==> src/rtl/simon_pkg.sv <==
// Shared display codes, FSM encoding and button helpers for the Simon Says game controller.
package simon_pkg;

    localparam logic [2:0] RED       = 3'b000;
    localparam logic [2:0] GREEN     = 3'b001;
    localparam logic [2:0] BLUE      = 3'b010;
    localparam logic [2:0] YELLOW    = 3'b011;
    localparam logic [2:0] NEUTRAL   = 3'b100;
    localparam logic [2:0] LOSE_CODE = 3'b101;
    localparam logic [2:0] WIN_CODE  = 3'b110;

    typedef enum logic [2:0] {
        ST_IDLE,
        ST_ADD_STEP,
        ST_SHOW_ON,
        ST_SHOW_GAP,
        ST_WAIT_INPUT,
        ST_WIN,
        ST_LOSE
    } state_t;

    function automatic logic is_single(input logic [3:0] btn);
        return (btn != 4'd0) && ((btn & (btn - 4'd1)) == 4'd0);
    endfunction

    // Only meaningful when exactly one bit is set.
    function automatic logic [1:0] btn_to_colour(input logic [3:0] btn);
        logic [1:0] colour;
        colour = 2'd0;
        if (btn[1]) colour = 2'd1;
        if (btn[2]) colour = 2'd2;
        if (btn[3]) colour = 2'd3;
        return colour;
    endfunction

endpackage

==> src/rtl/simon_lfsr.sv <==
// Free-running 8-bit Fibonacci LFSR (taps 8,6,5,4) used as the colour source.
module simon_lfsr #(
    parameter logic [7:0] SEED = 8'hA5
) (
    input  logic       clk,
    input  logic       i_rst_n,
    output logic [7:0] o_state
);

    logic [7:0] r_lfsr;
    logic       w_feedback;

    assign w_feedback = r_lfsr[7] ^ r_lfsr[5] ^ r_lfsr[4] ^ r_lfsr[3];

    always_ff @(posedge clk or negedge i_rst_n) begin
        if (!i_rst_n) begin
            r_lfsr <= SEED;
        end else begin
            r_lfsr <= {r_lfsr[6:0], w_feedback};
        end
    end

    assign o_state = r_lfsr;

endmodule

==> src/rtl/simon_sequencer.sv <==
// Simon Says game controller: grows a random colour sequence, plays it back on the
// display code and checks the player's presses against it.
module simon_sequencer
    import simon_pkg::*;
#(
    parameter int         MAX_LEVEL     = 16,
    parameter int         STEP_TICKS    = 50_000_000,
    parameter int         GAP_TICKS     = 12_500_000,
    parameter int         TIMEOUT_TICKS = 250_000_000,
    parameter logic [7:0] LFSR_SEED     = 8'hA5
) (
    input  logic       clk,
    input  logic       reset,
    input  logic       start_i,
    input  logic [3:0] btn_i,
    output logic       ready_o,
    output logic [2:0] mensaje,
    output logic [4:0] level_o,
    output logic       win_o,
    output logic       lose_o
);

    localparam int MAX_A     = (STEP_TICKS > GAP_TICKS) ? STEP_TICKS : GAP_TICKS;
    localparam int MAX_TICKS = (MAX_A > TIMEOUT_TICKS) ? MAX_A : TIMEOUT_TICKS;
    localparam int CNT_W     = ($clog2(MAX_TICKS) < 1) ? 1 : $clog2(MAX_TICKS);

    localparam logic [CNT_W-1:0] STEP_LAST    = CNT_W'(STEP_TICKS - 1);
    localparam logic [CNT_W-1:0] GAP_LAST     = CNT_W'(GAP_TICKS - 1);
    localparam logic [CNT_W-1:0] TIMEOUT_LAST = CNT_W'(TIMEOUT_TICKS - 1);
    localparam logic [CNT_W-1:0] CNT_ONE      = CNT_W'(1);
    localparam logic [4:0]       LEVEL_MAX    = 5'(MAX_LEVEL);

    state_t           r_state;
    logic [CNT_W-1:0] r_cnt;
    logic [4:0]       r_idx;
    logic [4:0]       r_level;
    logic [2:0]       r_mensaje;
    logic             r_ready;
    logic             r_win;
    logic             r_lose;
    logic             r_start_q;
    logic [3:0]       r_btn_q;
    logic [1:0]       r_seq [MAX_LEVEL];

    logic [7:0] w_lfsr;
    logic       w_unused_lfsr;
    logic       w_start_edge;
    logic       w_press;
    logic       w_single;
    logic [1:0] w_colour;
    logic [4:0] w_idx_inc;
    logic [1:0] w_seq_idx;
    logic [1:0] w_seq_next;

    simon_lfsr #(
        .SEED(LFSR_SEED)
    ) u_lfsr (
        .clk    (clk),
        .i_rst_n(reset),
        .o_state(w_lfsr)
    );

    // Only the two low LFSR bits pick a colour; the rest just keep the period long.
    assign w_unused_lfsr = ^w_lfsr[7:2];

    assign w_start_edge = start_i & ~r_start_q;
    assign w_press      = (|btn_i) & ~(|r_btn_q);
    assign w_single     = is_single(btn_i);
    assign w_colour     = btn_to_colour(btn_i);
    assign w_idx_inc    = r_idx + 5'd1;

    always_comb begin
        w_seq_idx  = 2'd0;
        w_seq_next = 2'd0;
        for (int i = 0; i < MAX_LEVEL; i++) begin
            if (r_idx == 5'(i))     w_seq_idx  = r_seq[i];
            if (w_idx_inc == 5'(i)) w_seq_next = r_seq[i];
        end
    end

    always_ff @(posedge clk or negedge reset) begin
        if (!reset) begin
            r_state   <= ST_IDLE;
            r_cnt     <= '0;
            r_idx     <= '0;
            r_level   <= '0;
            r_mensaje <= NEUTRAL;
            r_ready   <= 1'b0;
            r_win     <= 1'b0;
            r_lose    <= 1'b0;
            r_start_q <= 1'b0;
            r_btn_q   <= '0;
            for (int i = 0; i < MAX_LEVEL; i++) r_seq[i] <= 2'd0;
        end else begin
            r_start_q <= start_i;
            r_btn_q   <= btn_i;
            if (w_start_edge) r_ready <= 1'b1;

            case (r_state)
                ST_IDLE, ST_WIN, ST_LOSE: begin
                    if (w_start_edge) begin
                        r_state   <= ST_ADD_STEP;
                        r_level   <= '0;
                        r_win     <= 1'b0;
                        r_lose    <= 1'b0;
                        r_mensaje <= NEUTRAL;
                    end
                end

                ST_ADD_STEP: begin
                    for (int i = 0; i < MAX_LEVEL; i++) begin
                        if (r_level == 5'(i)) r_seq[i] <= w_lfsr[1:0];
                    end
                    r_level <= r_level + 5'd1;
                    r_idx   <= '0;
                    r_cnt   <= '0;
                    // On the first step seq[0] is being written right now, so bypass it.
                    r_mensaje <= {1'b0, (r_level == 5'd0) ? w_lfsr[1:0] : r_seq[0]};
                    r_state   <= ST_SHOW_ON;
                end

                ST_SHOW_ON: begin
                    if (r_cnt == STEP_LAST) begin
                        r_cnt     <= '0;
                        r_mensaje <= NEUTRAL;
                        r_state   <= ST_SHOW_GAP;
                    end else begin
                        r_cnt <= r_cnt + CNT_ONE;
                    end
                end

                ST_SHOW_GAP: begin
                    if (r_cnt == GAP_LAST) begin
                        r_cnt <= '0;
                        if (w_idx_inc == r_level) begin
                            r_idx   <= '0;
                            r_state <= ST_WAIT_INPUT;
                        end else begin
                            r_idx     <= w_idx_inc;
                            r_mensaje <= {1'b0, w_seq_next};
                            r_state   <= ST_SHOW_ON;
                        end
                    end else begin
                        r_cnt <= r_cnt + CNT_ONE;
                    end
                end

                ST_WAIT_INPUT: begin
                    // A press in the expiry cycle is still honoured because it is tested first.
                    if (w_press) begin
                        if (!w_single || (w_colour != w_seq_idx)) begin
                            r_state   <= ST_LOSE;
                            r_lose    <= 1'b1;
                            r_mensaje <= LOSE_CODE;
                        end else begin
                            r_cnt     <= '0;
                            r_mensaje <= {1'b0, w_colour};
                            if (r_idx == r_level - 5'd1) begin
                                if (r_level == LEVEL_MAX) begin
                                    r_state   <= ST_WIN;
                                    r_win     <= 1'b1;
                                    r_mensaje <= WIN_CODE;
                                end else begin
                                    r_state <= ST_ADD_STEP;
                                end
                            end else begin
                                r_idx <= w_idx_inc;
                            end
                        end
                    end else if (r_cnt == TIMEOUT_LAST) begin
                        r_state   <= ST_LOSE;
                        r_lose    <= 1'b1;
                        r_mensaje <= LOSE_CODE;
                    end else begin
                        r_cnt <= r_cnt + CNT_ONE;
                    end
                end

                default: begin
                    r_state   <= ST_IDLE;
                    r_mensaje <= NEUTRAL;
                end
            endcase
        end
    end

    assign ready_o = r_ready;
    assign mensaje = r_mensaje;
    assign level_o = r_level;
    assign win_o   = r_win;
    assign lose_o  = r_lose;

endmodule

==> config.mk <==
export PLATFORM = sky130hd
export DESIGN_NAME = simon_sequencer
export DESIGN_NICKNAME = d
export VERILOG_FILES = /design/src/rtl/simon_pkg.sv /design/src/rtl/simon_lfsr.sv /design/src/rtl/simon_sequencer.sv
export SDC_FILE = /design/constraint.sdc
export NUM_CORES = 1
export LEC_CHECK = 0
export ABC_AREA = 1
export ABC_CLOCK_PERIOD_IN_PS = 3000
export BUFFER_PORTS_ARGS = -buffer_cell sky130_fd_sc_hd__buf_4
export CORE_AREA = 2 2 117 119
export DETAILED_ROUTE_END_ITERATION = 7
export DIE_AREA = 0 0 119 121
export SLEW_MARGIN = 20
export SYNTH_ARGS = -nofsm -noshare
export SYNTH_HDL_FRONTEND = slang
export SYNTH_SLANG_ARGS = --single-unit
==> constraint.sdc <==
create_clock -name clk -period 3 [get_ports clk]
set_clock_uncertainty 0.2 [all_clocks]
set_input_delay 0.45 -clock clk [delete_from_list [all_inputs] [get_ports clk]]
set_output_delay 0.45 -clock clk [all_outputs]
set_load 0.01 [all_outputs]
Yosys cells after proc, flatten, opt, wreduce, memory -nomap -nowiden
Index checks and enable logic that the tools add are counted.
{"block": "op_classes", "addsub": 5, "n_eq_ne": 72, "mux": 80, "n_bitwise": 8, "n_reduce_logical": 38}
{"op": "two-way mux 28 bit", "count": 5}
{"op": "equality test 5 x 4 -> 1 bit, second input constant", "count": 24}
{"op": "case mux 28 bit (4 select lines)", "count": 1}
{"op": "two-way mux 2 bit", "count": 35}
{"op": "equality test 5 x 3 -> 1 bit, second input constant", "count": 12}
{"op": "two-way mux 3 bit", "count": 18}
{"op": "AND reduction 2 bit", "count": 16}
{"op": "equality test 5 x 2 -> 1 bit, second input constant", "count": 6}
{"op": "two-way mux 5 bit", "count": 6}
{"op": "case mux 3 bit (5 select lines)", "count": 2}
{"op": "adder 28 x 1 -> 28 bit, second input constant", "count": 1}
{"op": "equality test 28 x 24 -> 1 bit, second input constant", "count": 1}
{"op": "equality test 28 x 26 -> 1 bit, second input constant", "count": 1}
{"op": "equality test 28 bit, second input constant", "count": 1}
{"op": "!= test 2 bit, second input constant", "count": 9}
{"op": "equality test 5 x 1 -> 1 bit, second input constant", "count": 3}
{"op": "logical NOT 5 bit", "count": 3}
{"op": "case mux 5 bit (3 select lines)", "count": 1}
{"op": "AND reduction 5 bit", "count": 3}
{"op": "!= test 3 bit, second input constant", "count": 4}
{"op": "adder 5 x 1 -> 5 bit, second input constant", "count": 2}
{"op": "equality test 5 bit", "count": 2}
{"op": "case mux 5 bit (2 select lines)", "count": 1}
{"op": "equality test 3 bit, second input constant", "count": 3}
{"op": "26 further kinds", "count": 43}
{"block": "word_totals", "regBits": 92, "inputBits": 7, "out_inout_bits": 11, "elab_cells": 230}

Logic depth before layout (Yosys ltp)
{"block": "depth", "ltp_word": 22, "mapped_depth": 31, "ltp_nobuf": 31}

Cells and area by module
A second synthesis with hierarchy kept.
{"block": "unflattened", "hier_cells": 978, "hier_area_um2": 6506.2}
{"module": "simon_sequencer", "n_inst": 1, "cells_per_inst": 953, "area_each_um2": 6229.7}
{"module": "simon_lfsr", "n_inst": 1, "cells_per_inst": 25, "area_each_um2": 276.5}

Worst setup path after synthesis
Ideal clock, no wire load.
{"block": "synth_path", "path_type": "register to register", "start": "register r_idx[1]", "end": "register r_cnt[9]", "arrival_time_ns": 2.465, "slack_ns": 0.212, "path_stages_with_launch": 31, "n_path_buf": 1, "period_less_slack_ns": 2.788, "path_cell_list": "dfrtp_1 > inv_1 > ha_1 > inv_1 > nor2_2 > nand3_1 > nand3_1 > nand2_1 > nand2_1 > nand2_1 > nand2_1 > nand2_1 > nand2_1 > nand2_1 > nand2_1 > nand2_1 > nand2_1 > nand2_1 > nand2_1 > nand2_1 > nand2_1 > nand2_1 > nand2_1 > nand2_1 > nor2_4 > nand2_1 > nand3_2 > nand2_4 > buf_6 > nand2_1 > o21ai_2"}
{"block": "synth_between", "elab_chain_len": 21, "word_cells_on_any_way": 36}
{"item": "start: declaration", "line_no": "simon_sequencer.sv:35", "source": "logic [4:0] r_idx;"}
{"item": "start signal: assignment", "line_no": "simon_sequencer.sv:139", "source": "r_idx <= w_idx_inc;"}
{"item": "start signal: assignment", "line_no": "simon_sequencer.sv:167", "source": "r_idx <= w_idx_inc;"}
{"item": "logical NOT 5 bit", "line_no": "simon_sequencer.sv:76", "source": "if (r_idx == 5'(i)) w_seq_idx = r_seq[i];"}
{"item": "two-way mux 2 bit (15 in a row)", "line_no": "simon_sequencer.sv:76"}
{"item": "two-way mux 2 bit (*)", "line_no": "simon_sequencer.sv:76"}
{"item": "!= test 2 bit (*)", "line_no": "simon_sequencer.sv:151", "source": "if (!w_single || (w_colour != w_seq_idx)) begin"}
{"item": "logical OR 1 bit (*)", "line_no": "simon_sequencer.sv:151"}
{"item": "!= test 3 bit (no source line) (*)"}
{"item": "AND reduction 3 bit (no source line) (*)"}
{"item": "end signal: assignment", "line_no": "simon_sequencer.sv:128", "source": "r_cnt <= r_cnt + CNT_ONE;"}
{"item": "end signal: assignment", "line_no": "simon_sequencer.sv:144", "source": "r_cnt <= r_cnt + CNT_ONE;"}
{"item": "end signal: assignment", "line_no": "simon_sequencer.sv:175", "source": "r_cnt <= r_cnt + CNT_ONE;"}
{"item": "end: declaration", "line_no": "simon_sequencer.sv:34", "source": "logic [CNT_W-1:0] r_cnt;"}
Every way passes the cells marked *; elsewhere a longest branch is shown, timed or not.
A chain may end at the register's enable or synchronous reset.

Worst setup path after layout
{"block": "layout_path", "start": "register r_idx[0]", "end": "register r_cnt[6]"}
The elaborated chain is that of the path after synthesis.

==> metrics.md <==
| Metric | Value |
|---|---|
| Status | `finished with violations` |
| Failing checks | `negative setup slack` |
| Synth area leaders | `dfrtp_1 (37%), nand2_1 (16%), inv_1 (8.0%)` |
| Worst Hold Path EP | `r_btn_q[0]` |
| Worst-margin pin slew | `a little under 0.7 ns` |
| Synthesis-to-finish area growth | `25.7%` |
| Gr usage total | `about 23%` |
| Yosys reg bits | `92` |
| Layout net count | `between 900 and 1,000` |
| Number of port buffers | `17` |
| I/O Pins | `18` |
| Hold Crit Depth | `1` |
| Die height | `about 120 microns` |
| Syn Area/Cell | `7.00 sq um` |
| Util after Layout | `between 50% and 60%` |
| Crit path time final | `3.07 ns` |
| Initial antenna violation count | `0` |
| Cell depth of the worst flop-to-flop path | `29` |
| Synth top area share | `around 37%` |
| Vias in the first global route | `about 5,500` |
| Synth Cell Area | `slightly below 6000 sq um` |
| Max Cap Viol | `0` |
| CTS clock-pin slew for the worst setup and hold paths | `roughly 0.07 ns` |
| Slack of the worst reg-to-reg path | `-0.07 ns` |
| Share of post-route cells with drive strength above 1 | `between 20% and 30%` |
| Yosys warns | `0` |
| Most used cell, CP | `nand2_1` |
| Core area | `about 13,000 sq um` |
| Post-synth top cells | `nand2_1 (249), inv_1 (127), dfrtp_1 (87)` |
| DRT antenna net count | `0` |
| Final setup fails | `33` |
| CP max stage cell | `dfrtp_2` |
| Startpoint class of the critical path | `flip-flop` |
| Placer Congestion | `roughly 0.91` |
| Library cells used by synthesis | `42` |
| WP data arrival | `around 3.1 ns` |
| Drt pass-1 iters | `7` |
| Worst Hold Launch | `btn_i[0]` |
| Largest net degree at the start of global routing | `50` |
| RSZ-0062 raised after global routing | `yes` |
| Row count | `between 40 and 50` |
| # fillers | `~1,200` |
| Clock sink count | `between 90 and 100` |
| Slowest Stage Delay on Critical Path | `approximately 0.46 ns` |
| Worst r2r src | `r_idx[0]` |
| Cell with the most instances after synthesis | `nand2_1` |
| Tot Pwr | `between 2000 and 2500 uW` |
| Initial Util | `45.6%` |
| Worst min path class | `in2reg` |
| Via density | `5.20` |
| Vias | `a little under 6,000` |
| Data required, critical path | `around 3.0 ns` |
| Die X-Extent | `119 microns` |
| Top_reg_cell synth | `dfrtp_1` |
| CTS Buffer Depth | `2` |
| Critical Path End Type | `flip-flop` |
| Sequential element share of the synthesized area | `between 30% and 40%` |
| Slew Viols, Final | `0` |
| DP Wirelength | `approximately 12,000 microns` |
| Final wirelength | `roughly 17,000 microns` |
| Type of the worst setup path | `reg2reg` |
| Worst vdd ir | `~0.2 mV` |
| Cells after Synth | `~850` |
| Fin Setup TNS | `-1.42 ns` |
| WL/cell | `roughly 15 microns` |
| Mapped Nets | `872` |
| Leakage | `around 0.0036 uW` |
| Asr flop ratio synth | `between 90% and 100%` |
| Yosys top cell by area | `dfrtp_1` |
| Clock latency on the worst-skew pair | `approximately 0.35 ns` |
| CTS tree | `yes` |
| Worst hold margin | `approximately 0.021 ns` |
| Pre-CTS WS | `-0.234 ns` |
| Root buf cell | `clkbuf_16` |
| Post-synth EDFFs | `0` |
| # diodes | `0` |
| Die area | `14,400 sq um` |
| Worst rel slew slack | `54.0%` |
| Peak Freq | `~0.33 GHz` |
| Post-route setup slack | `-0.0684 ns` |
| Number of DRC markers in iteration 0 | `452` |
| Power Dens Cells | `around 330 nW/um^2` |
| End of the worst register-to-register path | `r_cnt[6]` |
| DRC viols | `0` |
| Crit-path max FO | `8` |
| Tcrit/Tclk final | `102%` |
| Final Hold Fails | `0` |
| First-pass GRT wire length | `between 20,000 and 30,000 microns` |
| Grt ovf | `0` |
| H-Tree Depth | `3` |
| CTS buffer count | `9` |
-- cells in the final DEF (no fill, tap or decap), types with 3 or more instances in the layout --
cell | netlist | final
nand2_1 | 249 | 210
inv_1 | 127 | 120
dfrtp_1 | 87 | 83
buf_4 | 2 | 77
o21ai_0 | 71 | 69
nor2_1 | 66 | 61
nand3_1 | 57 | 55
nand2_2 | 2 | 27
xor2_1 | 20 | 19
o21ai_1 | 21 | 19
nor3_1 | 17 | 17
nand4_1 | 14 | 14
nand2_4 | 1 | 14
o21ai_2 | 10 | 14
a21oi_1 | 15 | 14
clkbuf_16 | 0 | 13
or2_2 | 10 | 10
nor2_4 | 5 | 9
inv_2 | 2 | 8
ha_1 | 13 | 8
xnor2_1 | 7 | 7
nor4_1 | 7 | 7
o211ai_1 | 7 | 7
dfstp_2 | 5 | 5
ha_4 | 0 | 4
dfrtp_2 | 0 | 4
nor2_2 | 2 | 3
buf_6 | 4 | 3
buf_12 | 0 | 3
-- through the flow --
step           area [sq um]  cells
2_1_floorplan          5960    852
3_3_place_gp           6680   1087
3_5_place_dp           6680   1087
4_1_cts                7070   1106
5_1_grt                7500   1119
6_report               7500   1119
-- where the power goes --
| part | switching (uW) | total [uW] | internal [uW] |
|---|---|---|---|
| sequential | 5.93 | 1250 | 1250 |
| combinational | 53.9 | 78.4 | 24.5 |
| clock | 494 | 1140 | 644 |
-- state kept, by name, summed over array words and instances, names as in the netlist --
signal	cells
r_cnt	28
lose_o	1
win_o	1
r_state	3
r_idx	5
r_seq	32
mensaje	3
r_start_q	1
ready_o	1
u_lfsr.o_state	8
level_o	5
r_btn_q	4
-- cell families (layout without fill, tap and decap cells) --
group	count (synthesis)	count (layout)	synth area share, %
flops	92	92	38.7
fa+ha+maj	13	13	2.73
buf+inv	145	236	9.84
compound gates	137	137	12.9
simple gates	438	438	31.8
xor+xnor	27	27	3.96
-- final cells by class --
cell class | instances | area [sq um] | area share [%]
Clock buffer | 11 | 233 | 3.10
Clock inverter | 5 | 55.1 | 0.734
Inverter | 131 | 494 | 6.59
Multi-Input combinational cell | 615 | 3370 | 45.0
Sequential cell | 92 | 2310 | 30.8
Tap cell | 176 | 220 | 2.94
Timing Repair Buffer | 89 | 810 | 10.8
-- repair_timing --
item                                   in CTS  in global routing
gates cloned                                1                  5
setup endpoints to repair                  41                 41
endpoints found under the hold margin      46                  0
hold buffers                                1                  0
buffers inserted                            1                  8
pin swaps                                   3                  9
gates resized for setup                    18                 79
-- worst max-delay path: cells and delay by family, from the launching register on --
family / cells / cell delay, ns
AO/OA/AOI/OAI: 1 / 0.07
adder cells (fa/ha/maj): 1 / 0.15
buffers and inverters: 4 / 0.48
flip-flops: 1 / 0.46
AND/OR/NAND/NOR: 23 / 1.57
-- layer usage --
layer  track usage [%]  vias to the layer above  wire (microns)
met3              3.76                       32             633
li1                  -                     2902               -
met2              39.5                      149            8160
met1              29.8                     2735            7510
met4              8.85                        0             479
met5                 0                        -               0
-- worst max-delay path by stage --
| stage | from | endpoint | slack (ns) | cells after the start |
|---|---|---|---|---|
| detailed placement | r_idx[0] | mensaje[1] | -0.23 | 21 |
| finish | r_idx[0] | r_cnt[6] | -0.07 | 29 |
| global placement | r_idx[0] | mensaje[1] | -0.21 | 21 |
| CTS | r_idx[0] | r_cnt[6] | -0.08 | 30 |
| floorplan | r_idx[1] | r_cnt[9] | 0.21 | 30 |
| global route | r_idx[1] | r_cnt[11] | -0.35 | 29 |
(Power assumes the default switching activity.)
